$ cat config.mk
export PLATFORM = sky130hd
export DESIGN_NAME = mcp23s17_spi_responder
export DESIGN_NICKNAME = d
export VERILOG_FILES = /design/src/rtl/mcp23s17_spi_responder.sv
export SDC_FILE = /design/constraint.sdc
export NUM_CORES = 1
export LEC_CHECK = 0
export BUFFER_PORTS_ARGS = -buffer_cell sky130_fd_sc_hd__buf_2
export CAP_MARGIN = 20
export CORE_ASPECT_RATIO = 0.8
export CORE_UTILIZATION = 23
export DETAILED_ROUTE_END_ITERATION = 10
export PLACE_DENSITY = 0.42
export SLEW_MARGIN = 25
export SYNTH_ARGS = -nofsm -noshare
export SYNTH_HDL_FRONTEND = slang
export SYNTH_SLANG_ARGS = --single-unit
$ cat constraint.sdc
create_clock -name clk -period 2.8 [get_ports clk]
set_input_delay 0.14 -clock clk [delete_from_list [all_inputs] [get_ports clk]]
set_output_delay 0.14 -clock clk [all_outputs]
set_load 0.02 [all_outputs]
$ cat src/rtl/mcp23s17_spi_responder.sv
// rtl/mcp23s17_spi_responder.sv - MCP23S17-compatible SPI mode-0 I/O expander responder
//
// Emulates the bank-0 register map of an MCP23S17 behind an SPI mode-0 slave.
// Ports:
//   clk, rst_n               system clock, synchronous active-low reset
//   cs, sck, mosi, miso      SPI link (cs active low, inputs asynchronous to clk)
//   gpio_a_in, gpio_b_in     pin levels of port A/B (asynchronous)
//   gpio_a_out, gpio_b_out   output latches OLATA/OLATB
//   gpio_a_oe, gpio_b_oe     output enables (~IODIRA/~IODIRB)
//   inta, intb               interrupt outputs, active level = IOCON.INTPOL
module mcp23s17_spi_responder #(
    parameter logic [2:0] HW_ADDR = 3'b000
) (
    input  logic       clk,
    input  logic       rst_n,
    input  logic       cs,
    input  logic       sck,
    input  logic       mosi,
    output logic       miso,
    input  logic [7:0] gpio_a_in,
    input  logic [7:0] gpio_b_in,
    output logic [7:0] gpio_a_out,
    output logic [7:0] gpio_b_out,
    output logic [7:0] gpio_a_oe,
    output logic [7:0] gpio_b_oe,
    output logic       inta,
    output logic       intb
);

    typedef enum logic [2:0] {
        S_IDLE,
        S_OPCODE,
        S_ADDR,
        S_DATA,
        S_ABORT
    } state_t;

    state_t state_q, state_d;

    // Synchronizers. cs resets to the asserted level so that a cs held low
    // across reset is never mistaken for a fresh falling edge.
    logic [1:0] cs_sync, sck_sync, mosi_sync;
    logic       cs_prev, sck_prev;
    logic [7:0] ga_meta, ga_s, ga_prev;
    logic [7:0] gb_meta, gb_s, gb_prev;
    logic       cs_s, sck_s, mosi_s;
    logic       cs_fall, sck_rise, sck_fall;

    // Frame datapath
    logic [2:0] bit_cnt;
    logic [6:0] sh_in;
    logic [7:0] rx_byte;
    logic [7:0] ptr, ptr_next;
    logic       rd;
    logic [6:0] tx_sh;
    logic       miso_q;
    logic       byte_done, opcode_ok, rd_active, tx_load, tx_shift, wr_en;
    logic [7:0] rdata;

    // Register file
    logic [7:0] iodir_a, iodir_b, ipol_a, ipol_b, gpinten_a, gpinten_b;
    logic [7:0] defval_a, defval_b, intcon_a, intcon_b, gppu_a, gppu_b;
    logic [7:0] olat_a, olat_b, intf_a, intf_b, intcap_a, intcap_b;
    logic [6:0] iocon;
    logic       mirror, seqop, haen, intpol;

    // Interrupt logic
    logic [7:0] ev_a, ev_b;
    logic       clr_a, clr_b, act_a, act_b, lvl_a, lvl_b;

    always_ff @(posedge clk) begin
        if (!rst_n) begin
            cs_sync   <= 2'b00;
            cs_prev   <= 1'b0;
            sck_sync  <= 2'b00;
            sck_prev  <= 1'b0;
            mosi_sync <= 2'b00;
            ga_meta   <= 8'h00;
            ga_s      <= 8'h00;
            ga_prev   <= 8'h00;
            gb_meta   <= 8'h00;
            gb_s      <= 8'h00;
            gb_prev   <= 8'h00;
        end else begin
            cs_sync   <= {cs_sync[0], cs};
            cs_prev   <= cs_sync[1];
            sck_sync  <= {sck_sync[0], sck};
            sck_prev  <= sck_sync[1];
            mosi_sync <= {mosi_sync[0], mosi};
            ga_meta   <= gpio_a_in;
            ga_s      <= ga_meta;
            ga_prev   <= ga_s;
            gb_meta   <= gpio_b_in;
            gb_s      <= gb_meta;
            gb_prev   <= gb_s;
        end
    end

    assign cs_s     = cs_sync[1];
    assign sck_s    = sck_sync[1];
    assign mosi_s   = mosi_sync[1];
    assign cs_fall  = cs_prev & ~cs_s;
    assign sck_rise = sck_s & ~sck_prev;
    assign sck_fall = sck_prev & ~sck_s;

    assign mirror = iocon[6];
    assign seqop  = iocon[5];
    assign haen   = iocon[3];
    assign intpol = iocon[1];

    assign rx_byte   = {sh_in, mosi_s};
    assign byte_done = sck_rise && (bit_cnt == 3'd7) && !cs_s;
    assign opcode_ok = (rx_byte[7:4] == 4'b0100) && (!haen || (rx_byte[3:1] == HW_ADDR));
    assign rd_active = (state_q == S_DATA) && rd;
    assign tx_load   = rd_active && sck_fall && (bit_cnt == 3'd0);
    assign tx_shift  = rd_active && sck_fall;
    assign wr_en     = (state_q == S_DATA) && !rd && byte_done;
    assign ptr_next  = seqop ? ptr : ((ptr == 8'h15) ? 8'h00 : ptr + 8'h01);

    // Loading GPIOx or INTCAPx into the read shifter acknowledges that port.
    assign clr_a = tx_load && ((ptr == 8'h10) || (ptr == 8'h12));
    assign clr_b = tx_load && ((ptr == 8'h11) || (ptr == 8'h13));

    always_ff @(posedge clk) begin
        if (!rst_n) begin
            state_q <= S_IDLE;
        end else begin
            state_q <= state_d;
        end
    end

    // An IDLE that sees cs low without a falling edge (e.g. reset mid-frame)
    // parks in ABORT until cs is released.
    always_comb begin
        state_d = state_q;
        case (state_q)
            S_IDLE: begin
                if (cs_fall) state_d = S_OPCODE;
                else if (!cs_s) state_d = S_ABORT;
            end
            S_OPCODE: begin
                if (cs_s) state_d = S_IDLE;
                else if (byte_done) state_d = opcode_ok ? S_ADDR : S_ABORT;
            end
            S_ADDR: begin
                if (cs_s) state_d = S_IDLE;
                else if (byte_done) state_d = S_DATA;
            end
            S_DATA: begin
                if (cs_s) state_d = S_IDLE;
            end
            S_ABORT: begin
                if (cs_s) state_d = S_IDLE;
            end
            default: state_d = S_IDLE;
        endcase
    end

    always_ff @(posedge clk) begin
        if (!rst_n) begin
            bit_cnt <= 3'd0;
            sh_in   <= 7'h00;
            ptr     <= 8'h00;
            rd      <= 1'b0;
            tx_sh   <= 7'h00;
            miso_q  <= 1'b0;
        end else begin
            if (state_q == S_IDLE || state_q == S_ABORT) begin
                bit_cnt <= 3'd0;
            end else if (sck_rise) begin
                bit_cnt <= bit_cnt + 3'd1;
                sh_in   <= rx_byte[6:0];
            end
            if (byte_done) begin
                case (state_q)
                    S_OPCODE: rd  <= rx_byte[0];
                    S_ADDR:   ptr <= rx_byte;
                    S_DATA:   ptr <= ptr_next;
                    default:  ;
                endcase
            end
            if (tx_load) begin
                miso_q <= rdata[7];
                tx_sh  <= rdata[6:0];
            end else if (tx_shift) begin
                miso_q <= tx_sh[6];
                tx_sh  <= {tx_sh[5:0], 1'b0};
            end else if (!rd_active) begin
                miso_q <= 1'b0;
            end
        end
    end

    assign miso = miso_q & rd_active;

    always_comb begin
        rdata = 8'h00;
        case (ptr)
            8'h00:   rdata = iodir_a;
            8'h01:   rdata = iodir_b;
            8'h02:   rdata = ipol_a;
            8'h03:   rdata = ipol_b;
            8'h04:   rdata = gpinten_a;
            8'h05:   rdata = gpinten_b;
            8'h06:   rdata = defval_a;
            8'h07:   rdata = defval_b;
            8'h08:   rdata = intcon_a;
            8'h09:   rdata = intcon_b;
            8'h0A,
            8'h0B:   rdata = {1'b0, iocon};
            8'h0C:   rdata = gppu_a;
            8'h0D:   rdata = gppu_b;
            8'h0E:   rdata = intf_a;
            8'h0F:   rdata = intf_b;
            8'h10:   rdata = intcap_a;
            8'h11:   rdata = intcap_b;
            8'h12:   rdata = ga_s ^ ipol_a;
            8'h13:   rdata = gb_s ^ ipol_b;
            8'h14:   rdata = olat_a;
            8'h15:   rdata = olat_b;
            default: rdata = 8'h00;
        endcase
    end

    always_ff @(posedge clk) begin
        if (!rst_n) begin
            iodir_a   <= 8'hFF;
            iodir_b   <= 8'hFF;
            ipol_a    <= 8'h00;
            ipol_b    <= 8'h00;
            gpinten_a <= 8'h00;
            gpinten_b <= 8'h00;
            defval_a  <= 8'h00;
            defval_b  <= 8'h00;
            intcon_a  <= 8'h00;
            intcon_b  <= 8'h00;
            iocon     <= 7'h00;
            gppu_a    <= 8'h00;
            gppu_b    <= 8'h00;
            olat_a    <= 8'h00;
            olat_b    <= 8'h00;
        end else if (wr_en) begin
            case (ptr)
                8'h00:        iodir_a   <= rx_byte;
                8'h01:        iodir_b   <= rx_byte;
                8'h02:        ipol_a    <= rx_byte;
                8'h03:        ipol_b    <= rx_byte;
                8'h04:        gpinten_a <= rx_byte;
                8'h05:        gpinten_b <= rx_byte;
                8'h06:        defval_a  <= rx_byte;
                8'h07:        defval_b  <= rx_byte;
                8'h08:        intcon_a  <= rx_byte;
                8'h09:        intcon_b  <= rx_byte;
                8'h0A, 8'h0B: iocon     <= rx_byte[6:0];
                8'h0C:        gppu_a    <= rx_byte;
                8'h0D:        gppu_b    <= rx_byte;
                8'h12, 8'h14: olat_a    <= rx_byte;
                8'h13, 8'h15: olat_b    <= rx_byte;
                default:      ;
            endcase
        end
    end

    assign gpio_a_out = olat_a;
    assign gpio_b_out = olat_b;
    assign gpio_a_oe  = ~iodir_a;
    assign gpio_b_oe  = ~iodir_b;

    // INTCON=1 compares against DEFVAL (level), INTCON=0 against the previous sample (edge).
    assign ev_a = gpinten_a & ((intcon_a & (ga_s ^ defval_a)) | (~intcon_a & (ga_s ^ ga_prev)));
    assign ev_b = gpinten_b & ((intcon_b & (gb_s ^ defval_b)) | (~intcon_b & (gb_s ^ gb_prev)));

    // A clear and a new event in the same cycle resolve in favour of the event,
    // which also re-arms the capture since the flags are being emptied.
    always_ff @(posedge clk) begin
        if (!rst_n) begin
            intf_a   <= 8'h00;
            intf_b   <= 8'h00;
            intcap_a <= 8'h00;
            intcap_b <= 8'h00;
        end else begin
            intf_a <= (clr_a ? 8'h00 : intf_a) | ev_a;
            intf_b <= (clr_b ? 8'h00 : intf_b) | ev_b;
            if ((|ev_a) && (clr_a || (intf_a == 8'h00))) intcap_a <= ga_s;
            if ((|ev_b) && (clr_b || (intf_b == 8'h00))) intcap_b <= gb_s;
        end
    end

    assign act_a = |intf_a;
    assign act_b = |intf_b;
    assign lvl_a = mirror ? (act_a | act_b) : act_a;
    assign lvl_b = mirror ? (act_a | act_b) : act_b;

    always_ff @(posedge clk) begin
        if (!rst_n) begin
            inta <= 1'b1;
            intb <= 1'b1;
        end else begin
            inta <= lvl_a ? intpol : ~intpol;
            intb <= lvl_b ? intpol : ~intpol;
        end
    end

endmodule

---- Yosys cells after proc, flatten, opt, wreduce, memory -nomap -nowiden ----
Index checks and enable logic that the tools add are counted.
operators by class
  $add $sub $neg .......................... 2
  reduce and logical (&&, ||, !) cells .... 57
  multiplexer cells ....................... 24
  bitwise operators ....................... 31
  equal/unequal tests ..................... 33
operator list
  kind                 count
  $pmux 8 s21          1
  $eq 8x4->1 const B   8
  $and 8x8->8          6
  $eq 8x5->1 const B   6
  $xor 8x8->8          6
  $reduce_and 2->1     17
  $eq 8x3->1 const B   4
  $mux 8               4
  $not 8->8            4
  $or 8x8->8           4
  $reduce_or 8->1      4
  $logic_not 8->1      3
  $mux 3               8
  $eq 8x2->1 const B   2
  $pmux 8 s2           1
  $mux 7               2
  $logic_and 1x1->1    12
  $pmux 3 s4           1
  $reduce_or 2->1      5
  $logic_not 3->1      3
  $ne 3x3->1 const B   3
  $add 8x1->8 const B  1
  $eq 8x1->1 const B   1
  $mux 1               7
  other kinds (16)     34
storage, ports and cells
  bits of input ports ..................... 21
  logic and storage cells ................. 186
  output and inout port bits .............. 35
  register bits ........................... 239

---- Depth between registers and ports, before layout ----
  depth in word-level cells ............... 7
  depth in mapped cells ................... 10
  mapped depth without buffers ............ 8

---- Worst setup path after synthesis ----
No wires, ideal clock.
  path kind ............................... reg-to-reg
  from .................................... register ptr[1]
  to ...................................... register tx_sh[1]
  data arrival time ....................... 2.166 ns
  period minus slack after synthesis ...... 2.296 ns
  cell stages (with the launch flop) ...... 10
  buffers on the path ..................... 1
  slack ................................... 0.504 ns
  path through ............................ dfxtp_1 > inv_1 > ha_1 > clkbuf_1 > nand3b_1 > a21oi_1 > or4_4 > or2_4 > o311ai_1 > a21oi_1
between the ends
  word-level cells in the longest chain between the ends .. 4
  elaborated cells on any way between the ends .. 25
  classes of those cells .................. 21 x eq/ne; 2 x mux; 2 x reduce/logical
ends and longest elaborated chain
  item                    line  source
  start, declared         53    logic [7:0] ptr, ptr_next;
  start signal, assigned  177   S_ADDR: ptr <= rx_byte;
  start signal, assigned  178   S_DATA: ptr <= ptr_next;
  $eq 8x4->1              198   case (ptr)
  $reduce_or 2->1         198
  $pmux 8 s21 (*)         198
  $mux 7 (*)              182   if (tx_load) begin
  end signal, assigned    184   tx_sh <= rdata[6:0];
  end signal, assigned    187   tx_sh <= {tx_sh[5:0], 1'b0};
  end, declared           55    logic [6:0] tx_sh;
Every way passes the cells marked *; elsewhere a longest branch is shown, timed or not.
A chain may end at the register's enable or synchronous reset.

---- Worst setup path in the final report ----
  from .................................... register ptr[3]
  to ...................................... register defval_a[7]
between the ends
  word-level cells in the longest chain between the ends .. 2
ends and longest elaborated chain
  item                        line  source
  $eq 8x3->1                  243   case (ptr)
  $reduce_and 2->1 (no line)  n/a
  end signal, assigned        250   8'h06: defval_a <= rx_byte;
  end, declared               62    logic [7:0] defval_a, defval_b, intcon_a, intcon_b, gppu_a, gppu_b;
Every way passes these cells.

==> impl_metrics.env <==
export IMPL_num_vias=9800
export IMPL_finalSetupViolCount=0
export IMPL_dp_cells=1928
export IMPL_whs_endpoint="inta"
export IMPL_grt_pass1_wl_um=68100
export IMPL_cts_root_buf="clkbuf_16"
export IMPL_wl_per_cell_um=23.8
export IMPL_endpoint_kind="flip-flop"
export IMPL_hpwl_um=34900
export IMPL_fp_dieArea_um2=47900
export IMPL_clock_sinks=239
export IMPL_cp_top_family="simple AND/OR/NAND/NOR gates"
export IMPL_ys_seq_area_share_pct=44.3
export IMPL_synthCells=1290
export IMPL_min_path_type="input pin to flip-flop"
export IMPL_ys_warn_count=0
export IMPL_tns_ns=0
export IMPL_period_share_pct=94.0
export IMPL_viasPerCell=4.91
export IMPL_slowest_delay_ns=0.82
export IMPL_holdCritStartpoint="rst_n"
export IMPL_hold_path_depth=2
export IMPL_worstReg2RegEnd="defval_a[7]"
export IMPL_fmax_mhz=380
export IMPL_path_max_fanout=12
export IMPL_power_mw=7.27
export IMPL_core_um2=46100
export IMPL_critPathKind="flip-flop to flip-flop"
export IMPL_synth_avg_cell_area_um2=8.38
export IMPL_area_growth_pct=20.5
export IMPL_fin_cells=1994
export IMPL_reg2reg_slack_ns=0.17
export IMPL_routed_wl_um=47400
export IMPL_critPathArrivalTime_ns=3.08
export IMPL_path_buf_inv=0
export IMPL_die_w_um=244
export IMPL_grtUsageTotal_pct=19.6
export IMPL_status="finished clean"
export IMPL_synth_edf_count=0
export IMPL_syn_nets=1318
export IMPL_synthFlopType="dfxtp_1"
export IMPL_utilization_pct=28.3
export IMPL_ys_seq_elements=239
export IMPL_hold_violations=0
export IMPL_p_per_area_nw_per_um2=558
export IMPL_leakage_nw=4.69
export IMPL_vdd_drop_max_uv=366
export IMPL_final_nets=1392
export IMPL_clkSlewWorstSetupHoldPaths_ns=0.07
export IMPL_place_ws_ns=0.189
export IMPL_clock_skew_ns=0.0153
export IMPL_grt_start_max_net_pins=71
export IMPL_cp_cell_sequence="or4_1, nor2_4, and3_1, mux2i_1, nor2_1"
export IMPL_die_h_um=196
export IMPL_layout_drive_gt1_share_pct=14.5
export IMPL_cp_slowest_cell="or4_1"
export IMPL_drv_cap=0
export IMPL_worstRegToRegCells=5
export IMPL_synth_area_um2=10800
export IMPL_firstDrtPassIters=8
export IMPL_rows=70
export IMPL_final_max_slew_viol_count=0
export IMPL_postCtsSetupBuffers=0
export IMPL_cts_tree="done"
export IMPL_fin_crit_ns=2.63
export IMPL_cts_max_level=1
export IMPL_numPortBuffers=55
export IMPL_drc_errors=0
export IMPL_grt_remaining_overflow=0
export IMPL_boundaryPins=56
export IMPL_initial_core_util_pct=23.5
export IMPL_ys_async_sr_fraction_pct=0
export IMPL_r2r_start="ptr[3]"
export IMPL_synthDistinctLibCells=82
export IMPL_grt_pass1_vias=9337
export IMPL_num_antenna_cells=0
export IMPL_start_kind="flip-flop"
export IMPL_cp_data_required_time_ns=3.25
export IMPL_antenna_left=0
export IMPL_rsz0062_at_grt="false"
export IMPL_antenna_found_initial=0
export IMPL_worst_pin_slew_ns=0.620
export IMPL_drtIter0Drc=1270
export IMPL_clock_path_buffers=3
export IMPL_slew_headroom_pct=58.4
export IMPL_layout_setup_ws_ns=0.169
export IMPL_gp_congestion=1.00
export IMPL_clock_insertion_delay_worst_skew_ns=0.57
export IMPL_cts_buffers=27
## synthesized netlist by cell type, types with 6 or more instances
library cell	n	area (um2)
buf_2	14	70.1
o211ai_1	23	173
xor2_1	14	123
nor3_2	6	60.1
dfxtp_1	239	4780
nand3_1	18	90.1
nand4_1	6	37.5
nor2_1	65	244
nand3b_1	7	52.6
and2_1	44	275
ha_1	7	87.6
and3_1	8	50.1
nor4_1	8	50.1
a221oi_1	7	61.3
mux2i_1	61	611
nor2b_1	7	43.8
a22oi_1	31	233
a222oi_1	9	90.1
clkbuf_1	64	240
a21oi_1	126	631
inv_1	42	158
nand2_1	308	1160
o22ai_1	9	56.3
o21ai_0	20	100
a22o_1	9	78.8
buf_1	9	33.8
xnor2_1	23	201
## what timing repair did
action / 4_1_cts / 5_1_grt
hold buffers: 19 / 0
gates resized for setup: 0 / 1
hold endpoints to repair: 19 / 0
setup endpoints to repair: 0 / 1
## metal layers
metal	wire length, um	GRT usage (%)	up-vias
met4	1080	4.63	0
met2	18800	27.3	403
met5	0	0	-
li1	-	-	4595
met1	23800	30.3	4742
met3	3710	3.75	60
## report_power, final
part           internal (mW)  total [mW]  switching (mW)
registers               3.44        3.47          0.0370
logic                 0.0802       0.193           0.113
clock network           2.05        3.60            1.55
## placed cells by master (no fill, tap or decap), types with 5 or more instances in the layout
master,synthesis,layout
a222oi_1,9,9
a21oi_1,126,126
o21ai_0,20,20
ha_1,7,7
a22oi_1,31,31
and2_1,44,44
nand3b_1,7,7
nand3_1,18,18
dfxtp_1,239,239
buf_4,2,63
buf_2,14,54
mux2i_1,61,61
nand2_1,308,308
clkbuf_1,64,6
o22ai_1,9,9
nor3_1,5,5
nor3_2,6,6
inv_1,42,41
nand4_1,6,6
nor2_1,65,65
xor2_1,14,14
xnor2_1,23,23
clkbuf_16,0,27
nor2b_1,7,7
o211ai_1,23,23
nor4_1,8,8
a22o_1,9,9
and3_1,8,8
dlygate4sd3_1,0,19
a211oi_1,5,5
a221oi_1,7,7
a2111oi_0,5,5
## metrics by stage
step / hold WS [ns] / cell area [um2]
after floorplan: 0.267 / 10800
after global placement: 0.346 / 12000
after detailed placement: 0.349 / 12000
after CTS: 0.0192 / 13000
after global routing: 0.0532 / 13000
final: 0.0356 / 13000
## worst max-delay path by stage
stage / startpoint / slack (ns) / endpoint / depth (start not counted)
2_1_floorplan: ptr[1] / 0.50 / tx_sh[1] / 9
3_3_place_gp: ptr[3] / 0.14 / tx_sh[4] / 6
3_5_place_dp: ptr[3] / 0.19 / tx_sh[4] / 6
4_1_cts: ptr[3] / 0.16 / tx_sh[4] / 6
5_1_grt: ptr[0] / 0.02 / tx_sh[4] / 9
6_report: ptr[3] / 0.17 / defval_a[7] / 5
## layout make-up
class / count / area, um2
Fill cell: 5018 / 33000
Multi-Input combinational cell: 916 / 5470
Sequential cell: 239 / 4780
Timing Repair Buffer: 138 / 973
Tap cell: 612 / 766
Clock buffer: 36 / 739
Inverter: 42 / 160
Clock inverter: 11 / 136
## cells by family (layout without fill, tap and decap cells)
logic type | Yosys count | count (layout) | synth area share, %
AO/OA/AOI/OAI | 295 | 295 | 18.7
XOR/XNOR | 37 | 37 | 3.00
adder cells (fa/ha/maj) | 7 | 7 | 0.810
buffers and inverters | 135 | 227 | 5.20
flip-flops | 239 | 239 | 44.3
multiplexers | 61 | 61 | 5.65
AND/OR/NAND/NOR | 516 | 516 | 22.4
Note: power is estimated with default switching activity, not from simulation.
